**src/rtl/reset_sequencer.sv**
```systemverilog
// Staged synchronous reset release for one clock domain.
// Qualifies PLL lock, holds, then releases stages in index order.
module reset_sequencer #(
  parameter int NUM_STAGE   = 3,
  parameter int HOLD_CYCLE  = 16,
  parameter int STAGE_GAP   = 8,
  parameter int LOCK_FILTER = 4,
  parameter logic [NUM_STAGE-1:0] OUT_RST_ACTIVE =
    {NUM_STAGE{1'b1}}
) (
  input  logic                 i_clk,
  input  logic                 i_arst,
  input  logic                 i_pll_locked,
  input  logic                 i_sw_rst_req,
  output logic [NUM_STAGE-1:0] o_srst,
  output logic                 o_rst_done
);

  localparam int MX_A =
    (LOCK_FILTER > HOLD_CYCLE) ? LOCK_FILTER : HOLD_CYCLE;
  localparam int MX =
    (MX_A > STAGE_GAP) ? MX_A : STAGE_GAP;
  localparam int CW = (MX > 1) ? $clog2(MX) : 1;
  localparam int IW = $clog2(NUM_STAGE + 1);

  localparam logic [CW-1:0] LF_LAST =
    CW'(LOCK_FILTER - 1);
  localparam logic [CW-1:0] HOLD_LAST =
    CW'(HOLD_CYCLE - 1);
  localparam logic [CW-1:0] GAP_LAST =
    CW'(STAGE_GAP - 1);
  localparam logic [IW-1:0] STAGE_LAST =
    IW'(NUM_STAGE - 1);

  typedef enum logic [1:0] {
    WAIT_LOCK,
    HOLD,
    RELEASE,
    RUN
  } state_t;

  state_t        state;
  logic [CW-1:0] cnt;
  logic [IW-1:0] idx;
  logic          sync0;
  logic          sync1;
  logic          lock_sync;
  logic          active;

  assign lock_sync = sync1;
  assign active    = (state != WAIT_LOCK);

  always_ff @(posedge i_clk or posedge i_arst) begin
    if (i_arst) begin
      sync0      <= 1'b0;
      sync1      <= 1'b0;
      state      <= WAIT_LOCK;
      cnt        <= '0;
      idx        <= '0;
      o_srst     <= OUT_RST_ACTIVE;
      o_rst_done <= 1'b0;
    end else begin
      sync0 <= i_pll_locked;
      sync1 <= sync0;
      if (active && !lock_sync) begin
        state      <= WAIT_LOCK;
        cnt        <= '0;
        idx        <= '0;
        o_srst     <= OUT_RST_ACTIVE;
        o_rst_done <= 1'b0;
      end else if (active && i_sw_rst_req) begin
        state      <= HOLD;
        cnt        <= '0;
        idx        <= '0;
        o_srst     <= OUT_RST_ACTIVE;
        o_rst_done <= 1'b0;
      end else begin
        unique case (state)
          WAIT_LOCK: begin
            if (!lock_sync) begin
              cnt <= '0;
            end else if (cnt == LF_LAST) begin
              state <= HOLD;
              cnt   <= '0;
            end else begin
              cnt <= cnt + CW'(1);
            end
          end
          HOLD: begin
            if (cnt == HOLD_LAST) begin
              cnt       <= '0;
              o_srst[0] <= ~OUT_RST_ACTIVE[0];
              if (NUM_STAGE == 1) begin
                state      <= RUN;
                o_rst_done <= 1'b1;
              end else begin
                state <= RELEASE;
                idx   <= IW'(1);
              end
            end else begin
              cnt <= cnt + CW'(1);
            end
          end
          RELEASE: begin
            if (cnt == GAP_LAST) begin
              cnt <= '0;
              idx <= idx + IW'(1);
              // one-hot match keeps the index width free of select warnings
              for (int i = 0; i < NUM_STAGE; i++) begin
                if (idx == IW'(i)) begin
                  o_srst[i] <= ~OUT_RST_ACTIVE[i];
                end
              end
              if (idx == STAGE_LAST) begin
                state      <= RUN;
                o_rst_done <= 1'b1;
              end
            end else begin
              cnt <= cnt + CW'(1);
            end
          end
          RUN: begin
            o_rst_done <= 1'b1;
          end
          default: begin
            state <= WAIT_LOCK;
          end
        endcase
      end
    end
  end

endmodule

```
**config.mk**
```make
export PLATFORM = sky130hd
export DESIGN_NAME = reset_sequencer
export DESIGN_NICKNAME = d
export VERILOG_FILES = /design/src/rtl/reset_sequencer.sv
export SDC_FILE = /design/constraint.sdc
export NUM_CORES = 1
export LEC_CHECK = 0
export CAP_MARGIN = 25
export CORE_ASPECT_RATIO = 2
export CORE_MARGIN = 1.5
export CORE_UTILIZATION = 35
export CTS_BUF_LIST = sky130_fd_sc_hd__clkbuf_16
export DETAILED_ROUTE_END_ITERATION = 7
export SLEW_MARGIN = 20
export SYNTH_ARGS = -nofsm -noshare
export SYNTH_HDL_FRONTEND = slang
export SYNTH_SLANG_ARGS = --single-unit
```
**constraint.sdc**
```tcl
create_clock -name i_clk -period 2.1 [get_ports i_clk]
set_clock_uncertainty 0.15 [all_clocks]
set_input_delay 0.42 -clock i_clk [delete_from_list [all_inputs] [get_ports i_clk]]
set_output_delay 0.42 -clock i_clk [all_outputs]
set_load 0.02 [all_outputs]
```
==> results of run 1 <==
cell usage after synthesis (all sizes together) (2+ instances only):
cell	instances	area [sq um]
dfstp	3	78.8
inv	9	33.8
o21ai	7	35.0
nand4b	2	17.5
clkbuf	2	17.5
nand3	2	10.0
ha	9	113
a21oi	8	43.8
nor3b	2	15.0
nand2	5	18.8
buf	2	22.5
o21a	2	15.0
or3	2	12.5
nor3	2	10.0
a21o	3	22.5
nor2	3	11.3
dfrtp	11	275
nand2b	2	12.5
a31oi	3	18.8
or2b	2	17.5
timing repair:
| item | in CTS | in global routing |
|---|---|---|
| gates resized for setup | 0 | 9 |
| endpoints found under the hold margin | 0 | 0 |
| endpoints found under the setup margin | 0 | 3 |
stage by stage:
stage / cells / setup slack, ns / hold WS (ns) / power, mW / cell area [sq um]
finish: 134 / 0.103 / 0.194 / 1.53 / 1150
global route: 134 / 0.00289 / 0.200 / 1.65 / 1150
CTS: 134 / 0.0384 / 0.198 / 1.49 / 1120
detailed placement: 130 / 0.0680 / 0.188 / 1.12 / 1040
global placement: 130 / 0.0935 / 0.188 / 1.10 / 1040
floorplan: 94 / 0.150 / 0.157 / 0.950 / 936
worst paths after layout:
check	from	end
max in group asynchronous	i_arst	state[0]$_DFFE_PP0P_
worst min-delay path	sync0$_DFF_PP0_	lock_sync$_DFF_PP0_
worst min register to register	sync0$_DFF_PP0_	lock_sync$_DFF_PP0_
min in group asynchronous	i_arst	idx[0]$_DFFE_PP0P_
worst max register to register	state[1]$_DFFE_PP0P_	state[0]$_DFFE_PP0P_
worst max-delay path	state[1]$_DFFE_PP0P_	state[0]$_DFFE_PP0P_
sequential cells by signal, indices dropped and copies added (netlist names):
register and count:
state 2, o_srst 3, cnt 4, o_rst_done 1, sync0 1, idx 2
lock_sync 1
logic make-up after synthesis:
family	after synthesis
flops	14
fa+ha+maj	9
mux	1
simple gates	28
compound gates	29
buf+inv	13
routing by layer:
layer,GRT usage [%],up-vias
li1,-,360
met1,17.0,356
met2,25.9,8
met3,3.50,7
met4,9.31,0
met5,0,-
worst max-delay path, stage by stage (launching register included):
cell,delay (ns)
dfrtp_1,0.39
inv_1,0.13
ha_1,0.42
or2b_2,0.34
o31ai_4,0.07
a21oi_2,0.09
mux2_4,0.29
power by group through the flow:
stage               combinational, mW  clock, mW  sequential, mW
global route                    0.863      0.387           0.398
CTS                             0.739      0.371           0.381
detailed placement              0.730          0           0.386
global placement                0.718          0           0.383
floorplan                       0.559          0           0.391
finish                          0.777      0.360           0.391
cell type report:
class	count	area, sq um
multi-input cells	67	538
repair buffers	12	108
fillers	247	1390
flip-flops and latches	14	355
clock buffers	3	75.1
clock inverters	1	3.75
well taps	28	35.0
inverters	9	33.8
==> results.yml, run 1 <==
logic_synthesis:
  synth_edf_count: 0
  synth.cell_area_sq_um: 936
  synthesis.nets: 107
  avgSynthCellArea_sq_um: 9.96
  synth-simple-area-share_pct: 19.0
  yosys_warnings: 0
  syn-instance-count: 94
  synth_top_family_by_area: "compound AO/OA/AOI/OAI gates"
  synth_ff_type: "dfrtp_1"
  netlist-cell-type-count: 35
  async_flop_share_pct: 100
  synth_mux_area_share_pct: 1.60
  synth_xor_area_share_pct: 0
  synth_compound_area_share_pct: 21.7
  synth_seq_cells: 14
  synthAdderAreaFrac_pct: 12.0
  yosysSeqAreaShare_pct: 37.8
detailed_routing:
  wl_met2_um: 1080
  met1Wirelength_um: 759
  viasPerCell: 5.46
  top_layer: "met4"
  drc: 0
  dr.pass1.iters: 4
  drt_wl_total_um: 1940
  route.met3.wl_um: 40
  ant_nets: 0
  wl_per_cell_um: 14.5
  vias: 731
  drt_iter0_drc: 33
worst_setup_path:
  cp-end-kind: "flip-flop"
  required_ns: 2.08
  r2r_slack_ns: 0.10
  cp_max_fo: 6
  worstSetupPathType: "flip-flop to flip-flop"
  cp_data_arrival_time_ns: 1.97
  setup.worst_path.start_class: "flip-flop"
  reg2reg_depth: 6
pwr:
  p_sw_mw: 0.577
  clkPwrFrac_pct: 23.6
  p_seq_share_pct: 25.6
  cell_internal_pwr_mw: 0.950
  p_sw_share_pct: 37.8
  p_leak_nw: 0.464
  ir_worst_vdd_uv: 648
  power_density_nw_per_um2: 1330
  combPwrFrac_pct: 50.8
clock_network:
  root_buffer: "clkbuf_16"
  cts_setup_buffers: 0
  cts-htree-levels: 1
  cts.clk_slew.worst_paths_ns: 0.05
  clock_latency_ns: 0.24
  cts_hold_buf: 0
  clockBufferDepth: 2
  cts_buffers: 3
  cts_tree: "done"
  cts_sinks: 14
finish:
  final_cell_mix: "dfrtp_1, inv_1, a21oi_1, clkdlybuf4s50_1, o21ai_0"
  syn2layout_area_growth_pct: 22.7
  finalNetCount: 120
  fin_util_pct: 45.3
  final_common_cell: "dfrtp_1"
  diodes: 0
  drive_above_1_share_pct: 25.5
global_routing:
  antenna_found_initial: 0
  grtUsageTotal_pct: 15.8
  grt_pass1_wl_um: 3280
  grt_max_degree: 15
  overflow: 0
  grt_pass1_vias: 725
sta:
  finalSetupTns_ns: 0
  finalMaxSlewViolations: 0
  max_freq_ghz: 0.501
  tightest_slew_ns: 0.543
  fin_crit_sh_pct: 95.1
  finalHoldViolations: 0
  setup_violations: 0
  grt_setup_unrepaired: "no"
  slew_headroom_pct: 63.7
  min_period_ns: 2.00
job:
  drv_cap: 0
placed_design:
  port_buffers: 7
  gp_congestion: 0.772
  dpl.hpwl_um: 1480
worst_hold_path:
  holdPathStages: 0
  min_path_type: "flip-flop to flip-flop"
floorplan:
  dieArea_sq_um: 3010
  die_w_um: 39.6
  floorplan.initialDensity_pct: 36.9
  pin_count: 8
  fp.dieH_um: 76.1
  fp-row-count: 26
  core-area_sq_um: 2540
outcome:
  status: "complete, no violations"
Note: power is estimated with default switching activity, not from simulation.
==> inputs of run 2 (changes only) <==
--- a/config.mk
+++ b/config.mk
@@ -5,8 +5,8 @@
 export SDC_FILE = /design/constraint.sdc
 export NUM_CORES = 1
 export LEC_CHECK = 0
+export ABC_AREA = 1
 export CAP_MARGIN = 25
-export CORE_ASPECT_RATIO = 2
 export CORE_MARGIN = 1.5
 export CORE_UTILIZATION = 35
 export CTS_BUF_LIST = sky130_fd_sc_hd__clkbuf_16
==> run 2 against run 1 <==
Compared with the run above: sequential share of layout area grew 2.5 points; via count shrank 7.8%; die area shrank 6.8%; cell count grew 6.7%; wire length shrank 18%; maximum frequency grew 3.8%; first-iteration DRC count shrank 70%; non-clock buffer count shrank 5; register-to-register slack gained 0.27 ns; utilization grew 1.2 points; clock power shrank 2%; setup slack gained 0.074 ns; critical path type is now flip-flop to output port; largest power group unchanged.
==> results.yml, run 2 <==
outcome:
  status: "complete, no violations"
finish:
  fillCellCount: 220
  drive_above_1_share_pct: 20.0
  reg_top3: "cnt: 4 flops, o_srst: 3 flops"
  finalNetCount: 129
  largest_reg_flops: 4
  final_cell_mix: "inv_1, nand2_1, dfrtp_1, nor2_1, ha_1"
  instances_no_fill: 143
  diodes: 0
  syn2layout_area_growth_pct: 21.0
  design_area_sq_um: 1060
  regMostFlops: "cnt"
  final_common_cell: "inv_1"
clock_network:
  cts_hold_buf: 0
  cts_resized: 0
  cts_setup_buffers: 0
  clockBufferDepth: 2
  cts_sinks: 14
  cts_tree: "done"
  clock_latency_ns: 0.24
  cts.clk_slew.worst_paths_ns: 0.05
  cts-htree-levels: 1
  root_buffer: "clkbuf_16"
  cts_buffers: 3
worst_setup_path:
  cp_max_fo: 2
  setup.worst_path.start_class: "flip-flop"
  cp-end-kind: "output port"
  slowest_delay_ns: 0.59
  path_cells: "clkdlybuf4s50_1"
  cp_data_arrival_time_ns: 1.35
  worstSetupPathType: "flip-flop to output port"
  critical_path_buf_inv_count: 1
  required_ns: 1.53
  slowest_stage: "clkdlybuf4s50_1"
  crit_family: "buffers and inverters"
sta:
  finalHoldViolations: 0
  max_freq_ghz: 0.520
  fin_crit_sh_pct: 91.6
  tightest_slew_ns: 0.529
  setup_violations: 0
  finalMaxSlewViolations: 0
  finalSetupTns_ns: 0
  slew_headroom_pct: 64.7
  grt_setup_unrepaired: "no"
  min_period_ns: 1.92
placed_design:
  dpl.hpwl_um: 1230
  port_buffers: 7
  place_area_sq_um: 980
  gp_congestion: 0.813
  dp.cells: 139
global_routing:
  overflow: 0
  grtUsageTotal_pct: 14.1
  grt_pass1_vias: 645
  grt_pass1_wl_um: 2840
  antenna_found_initial: 0
  grt_max_degree: 15
logic_synthesis:
  synth_area_leaders: "dfrtp_1, ha_1, dfstp_2"
  synth_edf_count: 0
  synth_top_area_share_pct: 31.5
  synth_seq_cells: 14
  avgSynthCellArea_sq_um: 8.41
  async_flop_share_pct: 100
  synth.cell_area_sq_um: 875
  netlist-cell-type-count: 22
  synth_area_leader_cell: "dfrtp_1"
  synthesis.nets: 117
  synth_ff_type: "dfrtp_1"
  syn-instance-count: 104
  synthTopCellsByCount: "inv_1, nand2_1, dfrtp_1"
  yosys_warnings: 0
  yosysSeqAreaShare_pct: 40.5
detailed_routing:
  drc: 0
  drt_wl_total_um: 1600
  dr.pass1.iters: 4
  drt_iter0_drc: 10
  wl_per_cell_um: 11.2
  ant_nets: 0
  vias: 674
  viasPerCell: 4.71
floorplan:
  pin_count: 8
  die_w_um: 53.0
  fp.dieH_um: 53.0
  fp-row-count: 17
  dieArea_sq_um: 2810
  floorplan.initialDensity_pct: 38.4
  core-area_sq_um: 2280
pwr:
  report.power.total_mw: 1.50
  p_leak_nw: 0.494
  ir_worst_vdd_uv: 747
  power_density_nw_per_um2: 1420
job:
  drv_cap: 0
worst_hold_path:
  min_path_type: "flip-flop to flip-flop"
==> run 2: layout make-up <==
cell class | instances | area, sq um | share of cell area (%)
multi-input combinational | 71 | 447 | 42.2
tap | 28 | 35.0 | 3.31
clock inverter | 1 | 3.75 | 0.355
sequential | 14 | 354 | 33.5
clock buffer | 3 | 75.1 | 7.09
timing repair buffer | 7 | 70.1 | 6.62
inverter | 19 | 73.8 | 6.97
==> run 2: worst paths after layout <==
check / startpoint / end / slack [ns] / depth (start not counted)
max in group asynchronous: i_arst / o_srst[0]$_DFFE_PP1P_ / 1.07 / 2
max: o_srst[0]$_DFFE_PP1P_ / o_srst[0] / 0.18 / 1
min in group asynchronous: i_arst / cnt[3]$_DFFE_PP0P_ / 0.37 / 2
min: sync0$_DFF_PP0_ / lock_sync$_DFF_PP0_ / 0.20 / 0
min reg2reg: sync0$_DFF_PP0_ / lock_sync$_DFF_PP0_ / 0.20 / 0
max reg2reg: state[0]$_DFFE_PP0P_ / cnt[2]$_DFFE_PP0P_ / 0.37 / 8
==> run 2: where the power goes <==
part	switching [mW]	total [mW]	internal (mW)
Clock	0.103	0.354	0.251
Combinational	0.483	0.756	0.273
Sequential	0.0493	0.391	0.342
Total	0.635	1.50	0.866
==> run 2: metal layers <==
metal	vias to the layer above	wire, um	global-route usage [%]
met5	-	0	0
met4	0	10	5.13
met3	2	39	4.24
met2	7	731	22.3
met1	306	815	18.1
li1	359	-	-
==> run 2: stage by stage <==
step                      util (%)  setup slack, ns  hold WS (ns)
after global routing          46.5            0.139         0.203
after global placement        43.0            0.307         0.186
after detailed placement      43.0            0.287         0.190
final                         46.5            0.176         0.197
after floorplan                  -            0.478         0.157
after CTS                     46.5            0.162         0.201
==> run 2: worst register-to-register path: stages, from the launching register on <==
cell	delay, ns
dfrtp_1	0.39
inv_1	0.09
ha_1	0.37
nor2_1	0.18
inv_2	0.07
nor2_4	0.11
inv_2	0.07
a21oi_1	0.13
a21oi_1	0.05
==> run 2: logic make-up (layout without fill, tap and decap cells) <==
logic type / after synthesis / after routing / share of synthesized area (%)
adders and majority gates: 9 / 9 / 12.9
buffers and inverters: 19 / 30 / 8.44
AOI/OAI and AO/OA: 17 / 17 / 10.6
DFF: 14 / 14 / 40.5
and+or+nand+nor: 45 / 45 / 27.6
